==> config.mk <==
export PLATFORM = sky130hd
export DESIGN_NAME = uart_mouse_packet_parser_flat
export DESIGN_NICKNAME = d
export VERILOG_FILES = /design/src/rtl/uart_mouse_packet_parser_if.sv /design/src/rtl/uart_mouse_packet_parser.sv /design/src/flat_wrapper.sv
export SDC_FILE = /design/constraint.sdc
export NUM_CORES = 1
export LEC_CHECK = 0
export CORE_UTILIZATION = 45
export DETAILED_ROUTE_END_ITERATION = 8
export DONT_BUFFER_PORTS = 1
export GPL_TIMING_DRIVEN = 1
export HOLD_SLACK_MARGIN = 0.03
export PLACE_DENSITY = 0.57
export SLEW_MARGIN = 20
export SYNTH_ARGS = -nofsm -noshare
export SYNTH_HDL_FRONTEND = slang
export SYNTH_SLANG_ARGS = --single-unit
==> constraint.sdc <==
create_clock -name clk -period 2.1 [get_ports clk]
set_input_delay 0.315 -clock clk [delete_from_list [all_inputs] [get_ports clk]]
set_output_delay 0.315 -clock clk [all_outputs]
set_load 0.02 [all_outputs]
==> src/rtl/uart_mouse_packet_parser_if.sv <==
// uart_mouse_packet_parser_if
//   Byte handshake between a UART receiver (master) and the mouse packet
//   parser (slave).
//   rx_data  : received byte
//   rx_avail : byte available, held by the UART until acknowledged
//   rx_error : framing error on the presented byte
//   rx_ack   : one-cycle acknowledge from the consumer
interface uart_mouse_packet_parser_if;
  logic [7:0] rx_data;
  logic       rx_avail;
  logic       rx_error;
  logic       rx_ack;

  modport master (output rx_data, output rx_avail, output rx_error, input rx_ack);
  modport slave  (input rx_data, input rx_avail, input rx_error, output rx_ack);
endinterface

==> src/rtl/uart_mouse_packet_parser.sv <==
// uart_mouse_packet_parser
//   Parses 6-byte mouse packets (0xAA, XL, XH, YL, YH, BTN) from a UART byte
//   stream and publishes the last complete packet.
// Ports:
//   clk          : system clock
//   reset        : synchronous active-high reset
//   rx           : byte handshake (slave side), rx_ack driven here
//   mouse_x/y    : last valid coordinates {sign, low byte}
//   buttons      : last valid buttons [Middle, Right, Left]
//   packet_valid : one-cycle pulse when outputs are updated
//   frame_error  : one-cycle pulse when a packet is discarded
//   err_count    : saturating count of discarded packets
// Optional feature: define PARSER_TIMEOUT_EN to abandon a partial packet
//   after TIMEOUT_CYCLES idle cycles.
module uart_mouse_packet_parser #(
  parameter int unsigned TIMEOUT_CYCLES = 270000
) (
  input  logic                        clk,
  input  logic                        reset,
  uart_mouse_packet_parser_if.slave   rx,
  output logic [8:0]                  mouse_x,
  output logic [8:0]                  mouse_y,
  output logic [2:0]                  buttons,
  output logic                        packet_valid,
  output logic                        frame_error,
  output logic [7:0]                  err_count
);

  typedef enum logic [2:0] {HUNT, XL, XH, YL, YH, BTN} state_t;

  localparam logic [7:0] SYNC = 8'hAA;

  state_t     state_q, state_d;
  logic       ack_q, ack_d;
  logic [7:0] xl_q, xl_d, yl_q, yl_d;
  logic       xh_q, xh_d, yh_q, yh_d;
  logic [8:0] mouse_x_q, mouse_x_d, mouse_y_q, mouse_y_d;
  logic [2:0] buttons_q, buttons_d;
  logic       pv_q, pv_d, fe_q, fe_d;
  logic [7:0] err_q, err_d;
  logic       consume;

  // No new byte is taken while the previous acknowledge is still high,
  // so acknowledges can never land on back-to-back cycles.
  assign consume = rx.rx_avail && !ack_q;

`ifdef PARSER_TIMEOUT_EN
  localparam int TW = (TIMEOUT_CYCLES > 2) ? $clog2(TIMEOUT_CYCLES) : 1;
  localparam logic [TW-1:0] TMO_LAST = TW'(TIMEOUT_CYCLES - 1);
  logic [TW-1:0] tmo_q, tmo_d;
  logic          timeout;

  // A consume in the same cycle wins over the timeout.
  assign timeout = (state_q != HUNT) && !consume && (tmo_q == TMO_LAST);
  assign tmo_d   = (consume || timeout || state_q == HUNT) ? '0 : tmo_q + 1'b1;

  always_ff @(posedge clk) begin
    if (reset) tmo_q <= '0;
    else       tmo_q <= tmo_d;
  end
`else
  // Without the timeout a partial packet waits forever; this empty block
  // only marks TIMEOUT_CYCLES below 2 as a misconfiguration.
  if (TIMEOUT_CYCLES < 2) begin : g_timeout_cycles_too_small
  end
`endif

  always_comb begin
    state_d   = state_q;
    ack_d     = consume;
    xl_d      = xl_q;
    xh_d      = xh_q;
    yl_d      = yl_q;
    yh_d      = yh_q;
    mouse_x_d = mouse_x_q;
    mouse_y_d = mouse_y_q;
    buttons_d = buttons_q;
    pv_d      = 1'b0;
    fe_d      = 1'b0;

    if (consume) begin
      if (rx.rx_error) begin
        state_d = HUNT;
        fe_d    = (state_q != HUNT);
      end else begin
        unique case (state_q)
          HUNT: if (rx.rx_data == SYNC) state_d = XL;
          XL: begin
            xl_d    = rx.rx_data;
            state_d = XH;
          end
          XH, YH: begin
            if (rx.rx_data[7:1] == 7'd0) begin
              if (state_q == XH) begin
                xh_d    = rx.rx_data[0];
                state_d = YL;
              end else begin
                yh_d    = rx.rx_data[0];
                state_d = BTN;
              end
            end else begin
              // An invalid byte that happens to be the sync byte starts
              // the next packet immediately.
              fe_d    = 1'b1;
              state_d = (rx.rx_data == SYNC) ? XL : HUNT;
            end
          end
          YL: begin
            yl_d    = rx.rx_data;
            state_d = YH;
          end
          BTN: begin
            if (rx.rx_data[7:3] == 5'd0) begin
              pv_d      = 1'b1;
              mouse_x_d = {xh_q, xl_q};
              mouse_y_d = {yh_q, yl_q};
              buttons_d = rx.rx_data[2:0];
              state_d   = HUNT;
            end else begin
              fe_d    = 1'b1;
              state_d = (rx.rx_data == SYNC) ? XL : HUNT;
            end
          end
          default: state_d = HUNT;
        endcase
      end
    end
`ifdef PARSER_TIMEOUT_EN
    else if (timeout) begin
      fe_d    = 1'b1;
      state_d = HUNT;
    end
`endif

    err_d = (fe_d && err_q != 8'hFF) ? err_q + 8'd1 : err_q;
  end

  always_ff @(posedge clk) begin
    if (reset) begin
      state_q   <= HUNT;
      ack_q     <= 1'b0;
      xl_q      <= '0;
      xh_q      <= 1'b0;
      yl_q      <= '0;
      yh_q      <= 1'b0;
      mouse_x_q <= '0;
      mouse_y_q <= '0;
      buttons_q <= '0;
      pv_q      <= 1'b0;
      fe_q      <= 1'b0;
      err_q     <= '0;
    end else begin
      state_q   <= state_d;
      ack_q     <= ack_d;
      xl_q      <= xl_d;
      xh_q      <= xh_d;
      yl_q      <= yl_d;
      yh_q      <= yh_d;
      mouse_x_q <= mouse_x_d;
      mouse_y_q <= mouse_y_d;
      buttons_q <= buttons_d;
      pv_q      <= pv_d;
      fe_q      <= fe_d;
      err_q     <= err_d;
    end
  end

  assign rx.rx_ack    = ack_q;
  assign mouse_x      = mouse_x_q;
  assign mouse_y      = mouse_y_q;
  assign buttons      = buttons_q;
  assign packet_valid = pv_q;
  assign frame_error  = fe_q;
  assign err_count    = err_q;

endmodule

==> src/flat_wrapper.sv <==
// flat-port wrapper written by rule: the top's interface ports become plain ports
module uart_mouse_packet_parser_flat 
#(
  parameter int unsigned TIMEOUT_CYCLES = 270000
)
  (clk, reset, mouse_x, mouse_y, buttons, packet_valid, frame_error, err_count, rx_rx_data, rx_rx_avail, rx_rx_error, rx_rx_ack);
  uart_mouse_packet_parser_if rx_i ();
  input  logic clk;
  input  logic reset;
  output logic [8:0] mouse_x;
  output logic [8:0] mouse_y;
  output logic [2:0] buttons;
  output logic packet_valid;
  output logic frame_error;
  output logic [7:0] err_count;
  input wire logic [$bits(rx_i.rx_data)-1:0] rx_rx_data;
  input wire logic [$bits(rx_i.rx_avail)-1:0] rx_rx_avail;
  input wire logic [$bits(rx_i.rx_error)-1:0] rx_rx_error;
  output wire logic [$bits(rx_i.rx_ack)-1:0] rx_rx_ack;
  assign rx_i.rx_data = rx_rx_data;
  assign rx_i.rx_avail = rx_rx_avail;
  assign rx_i.rx_error = rx_rx_error;
  assign rx_rx_ack = rx_i.rx_ack;
  uart_mouse_packet_parser #(.TIMEOUT_CYCLES(TIMEOUT_CYCLES)) u_core (.clk(clk), .reset(reset), .rx(rx_i), .mouse_x(mouse_x), .mouse_y(mouse_y), .buttons(buttons), .packet_valid(packet_valid), .frame_error(frame_error), .err_count(err_count));
endmodule
**After elaboration in Yosys (flattened, before gate mapping)**

Cells that the tools add are included.

- Div/mod/pow operators: 0
- Muxes and demuxes: 13
- $mul: 0
- Shift operators: 0
- Add/subtract/negate cells: 1
- $lt $le $gt $ge: 0
- Bitwise operators: 4
- Reduce and logical (&&, ||, !) cells: 15
- Eq/ne operators: 8

Operators by type and width:

| operator | count |
|---|---|
| two-way mux 3 bit | 5 |
| one-hot mux 3 bit (5 select lines) | 1 |
| AND reduction 5 bit | 2 |
| adder 8 x 1 -> 8 bit (second input constant) | 1 |
| == test 8 bit (second input constant) | 1 |
| inequality test 8 bit (second input constant) | 1 |
| zero test 7 bit | 1 |
| == test 3 x 2 -> 1 bit (second input constant) | 2 |
| == test 3 bit (second input constant) | 2 |
| two-way mux 1 bit | 6 |
| AND reduction 3 bit | 2 |
| zero test 5 bit | 1 |
| NOT 1 bit | 4 |
| AND reduction 4 bit | 1 |
| OR reduction 4 bit | 1 |
| == test 3 x 1 -> 1 bit (second input constant) | 1 |
| zero test 3 bit | 1 |
| inequality test 3 x 2 -> 1 bit (second input constant) | 1 |
| nonzero test 3 bit | 1 |
| logical AND 1 bit | 2 |
| one-hot mux 1 bit (2 select lines) | 1 |
| AND reduction 2 bit | 1 |
| OR reduction 2 bit | 1 |
| zero test 1 bit | 1 |

- Bits in latches: 0
- Memories: 0
- Register bits: 53
- Word-level logic and storage cells: 53
- RAM bits: 0
- Bits in read-only memories: 0
- Output and inout bits: 32
- Input port bits: 12

**Longest topological paths before layout**

Gate-level depths: netlist (run 1).

- Depth after elaboration: 6
- Depth in mapped cells: 6
- Gate-level depth less buffers: 6

**Worst setup path before layout (run 1)**

No wires, ideal clock.

- Kind: reg-to-reg
- Start: register u_core.err_q[0], in the netlist u_core.err_count[0]
- End: register u_core.err_q[3], in the netlist u_core.err_count[3]
- Setup time: 0.123 ns
- Arrival: 1.618 ns
- Stages on the path, launching flop included: 7
- Slack: 0.359 ns
- Data required time: 1.977 ns
- Period minus slack after synthesis: 1.741 ns
- Path buffers: 0
- Cells stage by stage: dfxtp_1 -> ha_1 -> nand2_1 -> nor3_1 -> a211oi_4 -> nor2b_1 -> mux2_1

- Cells in the longest elaborated chain, start to end: 2
- Elaborated cells between the ends (all ways): 3
- Those cells by class: add/sub (1); eq/ne (1); reduce/logical (1)

RTL lines:

| item | line | source |
|---|---|---|
| start, declared | uart_mouse_packet_parser.sv:40 | `logic [7:0] err_q, err_d;` |
| start signal, assigned | uart_mouse_packet_parser.sv:164 | `err_q <= err_d;` |
| branches (longest 2 deep; another with adder 8 x 1 -> 8 bit) | -- |  |

Several ways; the timed one is not identified.
A chain may end at the register's enable or synchronous reset.

**Worst setup path after layout (run 1)**

- Start: register u_core.state_q[2]
- End: register u_core.err_q[3], in the netlist u_core.err_count[3]

- Cells in the longest elaborated chain, start to end: 6
- Elaborated cells between the ends (all ways): 9
- Those cells by class: eq/ne (3); mux (3); reduce/logical (3)

RTL lines:

| item | line | source |
|---|---|---|
| start, declared | uart_mouse_packet_parser.sv:33 | `state_t state_q, state_d;` |
| start signal, assigned | uart_mouse_packet_parser.sv:153 | `state_q <= state_d;` |
| == test 3 bit or == test 3 x 2 -> 1 bit (tied branches) | uart_mouse_packet_parser.sv:86 | `unique case (state_q)` |
| OR reduction 2 bit | uart_mouse_packet_parser.sv:86 |  |
| one-hot mux 1 bit (2 select lines) | uart_mouse_packet_parser.sv:86 |  |
| two-way mux 1 bit (*) | uart_mouse_packet_parser.sv:82 | `if (rx.rx_error) begin` |
| two-way mux 1 bit (*) | uart_mouse_packet_parser.sv:81 | `if (consume) begin` |
| logical AND 1 bit (*) | uart_mouse_packet_parser.sv:135 | `err_d = (fe_d && err_q != 8'hFF) ? err_q + 8'd1 : err_q;` |

Mark *: on every way between the ends. The rest lies on a longest branch, timed or not.

==> impl_metrics.tcl, run 1 <==
set metrics [dict create \
    status "finished, final reports clean" \
    period_share_pct 86.44 \
    cp.arrival_ps 2010 \
    crit_buf_inv 0 \
    leakagePower_nw 0.8634 \
    fin_area_um2 2385 \
    synth_area_um2 2192 \
    cts_setup_buffers 0 \
    peakVddDrop_uv 335.4 \
    reg2reg_from "u_core.state_q[2]$_SDFFE_PP0P_" \
    cts_max_level 2 \
    synthToLayoutAreaGrowth_pct 8.790 \
    place.gp.congestion 0.7982 \
    ys_seq_area_share_pct 48.40 \
    place_inst 310 \
    hold_depth 1 \
    mostFrequentLayoutCell "nand2_1" \
    powerDensity_nw_per_um2 720.6 \
    drtPass1Iterations 4 \
    vias 1774 \
    ios 44 \
    cts_resized 0 \
    hold_viol 0 \
    clock_skew_ps 4.546 \
    worst_slack_ps 284.7 \
    clock-root-buffer "clkbuf_8" \
    max-cap-violations 0 \
    path_cells "xor2_1, a21oi_2, a211oi_4, nor2b_1, mux2_1" \
    grt_max_degree 58 \
    cts_tree "yes" \
    path_clk_slew_ps 90 \
    coreArea_um2 4692 \
    worst_hold_path.endpoint "u_core.state_q[2]$_SDFFE_PP0P_" \
    final_nets 276 \
    timing.rr.end "u_core.err_count[3]$_SDFFE_PP0P_" \
    clockBufferDepth 2 \
    finalSetupViolCount 0 \
    totalWireLength_um 4615 \
    cts_made_buffers 5 \
    avgSynthCellArea_um2 8.399 \
    initial_core_util_pct 46.72 \
    drt_iter0_drc 110 \
    timing.hold.ws_ps 73.64 \
    worst_pin_slew_ps 543.6 \
    die_area_um2 5155 \
    worstHoldStart "reset" \
    cp-start-kind "register" \
    grt_use_total_pct 19.29 \
    antenna_left 0 \
    dp_hpwl_um 3008 \
    most-common-layout-cells "nand2_1, dfxtp_1, a21oi_1" \
    final_layout_size_suffix_gt1_share_pct 8.712 \
    syn_inst 261 \
    finalNonFillerCells 318 \
    slowest_delay_ps 610 \
    yosysWarnings 0 \
    drc 0 \
    holdBufCountCts 0 \
    worst_path_max_delay_cell "dfxtp_1" \
    synth_fp_nets 274 \
    ys_types 36 \
    fin_crit_ps 1815 \
    placed_area_um2 2273 \
    vias_per_cell 5.579 \
    rsz0062_at_grt "false" \
    crit_path_end_kind "register" \
    clock_sinks 53 \
    slew_violations 0 \
    hold_class "input port to register" \
    antenna_found_initial 0 \
    grt_pass1_vias 1642 \
    clock_latency_ps 300 \
    ys_ff_latch 53 \
    rows 25 \
    routedWlPerCell_um 14.51 \
    numPortBuffers 0 \
    criticalPathCategory "register to register" \
    worst_r2r_path_depth 5 \
    overflow 0 \
    place_ws_ps 304.9 \
    r2r_slack_ps 280 \
    critPathTopFamily "flip-flops" \
    die_w_um 71.80 \
    max_slew_margin_pct 63.25 \
    grt_pass1_wl_um 7741 \
    setup_tns_ps 0 \
    n_antenna_cell 0 \
    fp.dieH_um 71.80 \
    crit_fanout 14 \
    fmax_mhz 550.9 \
    critical_path_required_ps 2290 \
]
## flip-flops by register name, indices dropped and copies added, names as in the netlist
name                 cells
u_core.mouse_x           9
u_core.mouse_y           9
u_core.err_count         8
u_core.xl_q              8
u_core.yl_q              8
u_core.buttons           3
u_core.state_q           3
u_core.frame_error       1
u_core.packet_valid      1
u_core.rx.rx_ack         1
u_core.xh_q              1
u_core.yh_q              1
## power by group
| group | internal, mW | switching, mW |
|---|---|---|
| logic | 0.0121 | 0.0128 |
| clock network | 0.358 | 0.328 |
| registers | 1.01 | 0.00263 |
## metal layers
layer / track usage [%] / part of all wire, %
met2: 30.08 / 44
met5: 0 / 0
met4: 5.882 / 1.1
met1: 25.35 / 49
met3: 6.470 / 5.9
## stage by stage
| step | total power [mW] | util (%) |
|---|---|---|
| finish | 1.719 | 50.83 |
| global route | 1.784 | 50.83 |
| global placement | 1.056 | 48.45 |
| CTS | 1.739 | 50.83 |
| detailed placement | 1.056 | 48.45 |
| floorplan | 1.065 | - |
## cell usage after synthesis, drive strengths merged
cell type | instances | area [µm²]
a31oi | 1 | 6.260
nand2 | 59 | 221.5
nor4b | 2 | 17.52
nor2 | 22 | 82.58
a211oi | 1 | 20.02
nand2b | 4 | 25.02
ha | 1 | 12.51
a21oi | 35 | 178.9
nor3 | 6 | 30.03
nor4 | 2 | 12.51
buf | 7 | 35.04
inv | 2 | 7.510
nor3b | 1 | 18.77
nand4 | 6 | 37.54
xnor2 | 1 | 8.760
dfxtp | 53 | 1061
nor2b | 7 | 43.79
nand3b | 1 | 7.510
mux2 | 3 | 33.78
a32o | 1 | 10.01
o221ai | 1 | 15.01
and4 | 1 | 8.760
a21o | 4 | 30.03
a41o | 1 | 10.01
xor2 | 1 | 8.760
a221oi | 1 | 8.760
or4 | 1 | 7.510
o21ba | 1 | 10.01
o21ai | 2 | 10.01
mux2i | 11 | 110.1
a31o | 1 | 8.760
clkbuf | 9 | 33.78
nand3 | 12 | 60.06
## cells by family (layout without fill, tap and decap cells)
| logic type | after synthesis | count (layout) | synth area share (%) |
|---|---|---|---|
| DFF | 53 | 53 | 48.40 |
| xor gates and xnor gates | 2 | 2 | 0.7992 |
| and+or+nand+nor | 124 | 124 | 26.14 |
| muxes | 14 | 14 | 6.564 |
| buffers and inverters | 18 | 21 | 3.482 |
| adders and majority gates | 1 | 1 | 0.5707 |
| AOI/OAI and AO/OA | 49 | 49 | 14.04 |
## final cells by class
cell class                 instances  area (µm²)
fill                             465        2307
sequential                        53        1061
multi-input combinational        190        1055
timing repair buffer              11       82.58
clock buffer                       6       72.57
tap                               54       67.56
clock inverter                     2       38.79
inverter                           2       7.507
## worst max path at each step
stage	from	to	slack [ps]	cells after the start
final	u_core.state_q[2]$_SDFFE_PP0P_	u_core.err_count[3]$_SDFFE_PP0P_	280	5
after global routing	u_core.state_q[2]$_SDFFE_PP0P_	u_core.xl_q[4]$_SDFFE_PP0P_	150	5
after CTS	u_core.state_q[2]$_SDFFE_PP0P_	u_core.err_count[3]$_SDFFE_PP0P_	300	5
after detailed placement	u_core.state_q[2]$_SDFFE_PP0P_	u_core.err_count[3]$_SDFFE_PP0P_	300	5
after global placement	u_core.state_q[2]$_SDFFE_PP0P_	u_core.err_count[3]$_SDFFE_PP0P_	320	5
after floorplan	u_core.err_count[0]$_SDFFE_PP0P_	u_core.err_count[3]$_SDFFE_PP0P_	360	6
## worst reg2reg max path: cells and delay by family, from the launching register on
family | cells | cell delay (ps)
AOI/OAI and AO/OA | 2 | 360
and+or+nand+nor | 1 | 200
xor gates and xnor gates | 1 | 220
muxes | 1 | 330
DFF | 1 | 610
No activity file was read; power rests on OpenSTA's default activity.
==> inputs of run 2 (changes only) <==
--- a/config.mk
+++ b/config.mk
@@ -13,2 +13,3 @@
 export PLACE_DENSITY = 0.57
+export SKIP_LAST_GASP = 1
 export SLEW_MARGIN = 20
==> constraint.sdc (replaced) <==
create_clock -name clk -period 2.1 [get_ports clk]
set_input_delay 0.21 -clock clk [delete_from_list [all_inputs] [get_ports clk]]
set_output_delay 0.21 -clock clk [all_outputs]
set_load 0.02 [all_outputs]
==> run 2 against run 1 <==
Effect of this change: utilization is 0.48 points higher; largest power group unchanged; critical path depth did not move; cell count is 0.31% higher; worst hold slack worse by 36 ps; register-to-register slack about the same; combinational power up 76%; clock skew rose by 3.3 ps; clock-buffer cell count unchanged.
==> impl_metrics.tcl, run 2 (synthesis gave the netlist of run 1 again) <==
set metrics [dict create \
    hold_viol 0 \
    antenna_found_initial 0 \
    setup_tns_ps 0 \
    seq_power_share_pct 57.9 \
    internal_power_mw 1.381 \
    cts_tree "yes" \
    r2r_slack_ps 300 \
    most-common-layout-cells "nand2_1, dfxtp_1, a21oi_1" \
    cp-start-kind "register" \
    cts_setup_buffers 0 \
    routedWlPerCell_um 14.46 \
    peakVddDrop_uv 330.7 \
    multi_input_area_um2 1055 \
    cts_made_buffers 5 \
    register_area_um2 1061 \
    crit_path_end_kind "register" \
    p_switching_mw 0.3592 \
    clockPowerShare_pct 39.6 \
    critical_path_required_ps 2290 \
    final_layout_size_suffix_gt1_share_pct 8.679 \
    grt_pass1_wl_um 7783 \
    final_nets 277 \
    fin_area_um2 2407 \
    reg2reg_from "u_core.state_q[0]$_SDFFE_PP0P_" \
    holdBufCountCts 2 \
    cp.arrival_ps 2000 \
    drt_iter0_drc 88 \
    vias_per_cell 5.414 \
    worst_hold_path.endpoint "u_core.buttons[0]$_SDFFE_PP0P_" \
    clock-root-buffer "clkbuf_8" \
    ios 44 \
    cts_resized 0 \
    totalPowerFinal_mw 1.740 \
    hold_depth 2 \
    slew_violations 0 \
    vias 1727 \
    worstHoldStart "rx_rx_data[0]" \
    die_area_um2 5155 \
    clock_skew_ps 7.852 \
    initial_core_util_pct 46.72 \
    grt_use_total_pct 19.05 \
    nFillCells 470 \
    mostFrequentLayoutCell "nand2_1" \
    period_share_pct 85.88 \
    antenna_left 0 \
    rsz0062_at_grt "false" \
    grt_max_degree 48 \
    worst_r2r_path_depth 5 \
    drc 0 \
    timing.rr.end "u_core.err_count[3]$_SDFFE_PP0P_" \
    clockBufferDepth 2 \
    drtPass1Iterations 5 \
    crit_fanout 12 \
    hold_class "input port to register" \
    leakagePower_nw 0.8715 \
    grt_pass1_vias 1652 \
    fmax_mhz 554.5 \
    status "finished, final reports clean" \
    clock_sinks 53 \
    totalWireLength_um 4612 \
    criticalPathCategory "register to register" \
    cts_max_level 2 \
    placed_area_um2 2266 \
    finalSetupViolCount 0 \
    powerDensity_nw_per_um2 722.8 \
    place.gp.congestion 0.8042 \
    coreArea_um2 4692 \
    clock_latency_ps 300 \
    numPortBuffers 0 \
    dp_hpwl_um 3018 \
    overflow 0 \
    path_clk_slew_ps 100 \
    power_frac_comb_pct 2.5 \
    max-cap-violations 0 \
    n_antenna_cell 0 \
    synthToLayoutAreaGrowth_pct 9.817 \
    max_slew_margin_pct 66.83 \
    fin_crit_ps 1803 \
    worst_pin_slew_ps 490.7 \
    p_sw_share_pct 20.64 \
    fp.dieH_um 71.80 \
    timing.hold.ws_ps 37.99 \
    rows 25 \
    die_w_um 71.80 \
]
==> run 2: changes by cell type in the layout (fill, tap and decap cells not counted), sizes merged <==
cell | before | now
dlygate4sd3 | 0 | 1
==> run 2: critical path: stages (launching register included) <==
cell,delay [ps]
dfxtp_1,550
mux2_1,370
o221ai_2,250
a211oi_4,80
nor2b_1,160
mux2_1,300
==> run 2: how the worst max path moves through the flow <==
| stage | slack (ps) | cells past startpoint | end | from |
|---|---|---|---|---|
| 2_1_floorplan | 360 | 6 | u_core.err_count[3]$_SDFFE_PP0P_ | u_core.err_count[0]$_SDFFE_PP0P_ |
| 4_1_cts | 290 | 5 | u_core.err_count[4]$_SDFFE_PP0P_ | u_core.state_q[0]$_SDFFE_PP0P_ |
| 5_1_grt | 170 | 5 | u_core.xl_q[0]$_SDFFE_PP0P_ | u_core.state_q[2]$_SDFFE_PP0P_ |
| 3_3_place_gp | 310 | 5 | u_core.err_count[4]$_SDFFE_PP0P_ | u_core.state_q[0]$_SDFFE_PP0P_ |
| 6_report | 300 | 5 | u_core.err_count[3]$_SDFFE_PP0P_ | u_core.state_q[0]$_SDFFE_PP0P_ |
| 3_5_place_dp | 300 | 5 | u_core.err_count[3]$_SDFFE_PP0P_ | u_core.state_q[0]$_SDFFE_PP0P_ |
==> run 2: metal layers <==
layer  vias up  share of wire (%)  track usage (%)
met5         -                  0                0
met4         0               0.82            5.447
met3         5                4.9            4.641
met2        38                 43            28.51
met1       793                 51            27.29
li1        891                  -                -
==> run 2: layout make-up <==
type	count	area share [%]
timing repair buffer	12	4.366
clock buffer	6	3.015
sequential	53	44.07
tap	54	2.807
multi-input combinational	190	43.81
clock inverter	2	1.611
inverter	2	0.3119
==> run 2: power by group through the flow <==
stage / combinational [mW] / sequential (mW) / clock (mW)
floorplan: 0.0344 / 1.03 / 0
global placement: 0.0241 / 1.03 / 0
detailed placement: 0.0244 / 1.03 / 0
CTS: 0.0443 / 1.01 / 0.704
global route: 0.0488 / 1.01 / 0.746
finish: 0.0438 / 1.01 / 0.688
==> run 2: through the flow <==
step / utilization, % / cells / setup slack (ps)
CTS: 51.31 / 319 / 285.3
detailed placement: 48.29 / 309 / 304.2
global placement: 48.29 / 309 / 306.3
finish: 51.31 / 319 / 296.5
floorplan: - / 261 / 358.5
global route: 51.31 / 319 / 173.6
==> inputs of run 3 (changes only) <==
- MAX_ROUTING_LAYER: unset -> met4
==> run 3 against run 2 <==
Effect of this change: flip-flop and latch count is the same; total power is essentially flat; largest power group unchanged; critical endpoint unchanged; clock skew is essentially flat.
==> impl_metrics.tcl, run 3 (synthesis gave the netlist of run 1 again) <==
set metrics [dict create \
    status "finished, final reports clean" \
    path_clk_slew_ps 100 \
    period_share_pct 85.99 \
    fin_crit_ps 1806 \
    dp_hpwl_um 3018 \
    wl_met1_um 2345 \
    die_w_um 71.80 \
    cts_max_level 2 \
    rows 25 \
    mostFrequentLayoutCell "nand2_1" \
    fp.dieH_um 71.80 \
    grt_max_degree 48 \
    cp.arrival_ps 2000 \
    critPathTopFamily "flip-flops" \
    hold_viol 0 \
    place.gp.congestion 0.8159 \
    crit_start "u_core.state_q[2]$_SDFFE_PP0P_" \
    drc 0 \
    crit_path_end_kind "register" \
    worst_path_max_delay_cell "dfxtp_1" \
    reg2reg_from "u_core.state_q[2]$_SDFFE_PP0P_" \
    peakVddDrop_uv 330.9 \
    clock-root-buffer "clkbuf_8" \
    hold_class "input port to register" \
    die_area_um2 5155 \
    top_layer "met4" \
    setup_tns_ps 0 \
    clock_sinks 53 \
    grt_pass1_wl_um 7762 \
    max-cap-violations 0 \
    coreArea_um2 4692 \
    nFillCells 470 \
    cp-start-kind "register" \
    fmax_mhz 553.7 \
    cts_setup_buffers 0 \
    worstHoldStart "rx_rx_data[0]" \
    drt_iter0_drc 81 \
    r2r_slack_ps 290 \
    slew_violations 0 \
    worst_pin_slew_ps 490.3 \
    vias 1714 \
    critical_path_required_ps 2290 \
    numPortBuffers 0 \
    rsz0062_at_grt "false" \
    ios 44 \
    overflow 0 \
    powerDensity_nw_per_um2 722.7 \
    crit_fanout 14 \
    vias_per_cell 5.373 \
    routedWlPerCell_um 14.43 \
    holdBufCountCts 2 \
    most-common-layout-cells "nand2_1, dfxtp_1, a21oi_1" \
    cts_tree "yes" \
    wl_met2_um 2015 \
    clockBufferDepth 2 \
    totalWireLength_um 4603 \
    synthToLayoutAreaGrowth_pct 9.817 \
    crit_buf_inv 0 \
    clock_latency_ps 300 \
    antenna_found_initial 0 \
    criticalPathCategory "register to register" \
    initial_core_util_pct 46.72 \
    drtPass1Iterations 4 \
    cts_made_buffers 5 \
    grt_pass1_vias 1655 \
    leakagePower_nw 0.8715 \
    antenna_left 0 \
    grt_use_total_pct 19.60 \
    met3_length_um 203 \
    slowest_delay_ps 630 \
    n_antenna_cell 0 \
    clock_skew_ps 7.922 \
    max_slew_margin_pct 66.85 \
    path_cells "xor2_1, a21oi_2, a211oi_4, nor2b_1, mux2_1" \
    timing.hold.ws_ps 37.67 \
    final_layout_size_suffix_gt1_share_pct 8.679 \
    final_nets 277 \
    finalSetupViolCount 0 \
    cts_resized 0 \
]
-- run 3: cell counts in the layout (fill, tap and decap cells not counted) --
No cell type changed its count.
-- run 3: final timing paths --
check                                                         to  depth (start not counted)
worst max-delay path            u_core.err_count[3]$_SDFFE_PP0P_                          5
worst min-delay path              u_core.buttons[0]$_SDFFE_PP0P_                          2
worst max register to register  u_core.err_count[3]$_SDFFE_PP0P_                          5
worst min register to register       u_core.xl_q[4]$_SDFFE_PP0P_                          2
-- run 3: area by class of cell --
type,count,area (µm²),share of cell area [%]
inverters,2,7.507,0.3119
multi-input cells,190,1055,43.81
clock buffers,6,72.57,3.015
clock inverters,2,38.79,1.611
repair buffers,12,105.1,4.366
well taps,54,67.56,2.807
flip-flops and latches,53,1061,44.07
-- run 3: metrics by stage --
step	instances	worst slack (ps)	util (%)	total power, mW	instance area (µm²)
after detailed placement	309	304.2	48.29	1.056	2266
final	319	294.1	51.31	1.740	2407
after CTS	319	285.3	51.31	1.757	2407
after floorplan	261	358.5	-	1.065	2192
after global routing	319	173.7	51.31	1.803	2407
after global placement	309	306.3	48.29	1.056	2266
-- run 3: where the power goes --
group          switching [mW]  internal, mW  leakage, nW
clock network           0.330         0.358       0.0554
registers             0.00272          1.01        0.427
logic                  0.0263        0.0173        0.389
-- run 3: layer usage --
| layer | vias up | global-route usage, % |
|---|---|---|
| met2 | 32 | 28.83 |
| met3 | 5 | 4.219 |
| met5 | - | - |
| met1 | 786 | 27.20 |
| li1 | 891 | - |
| met4 | 0 | 5.447 |
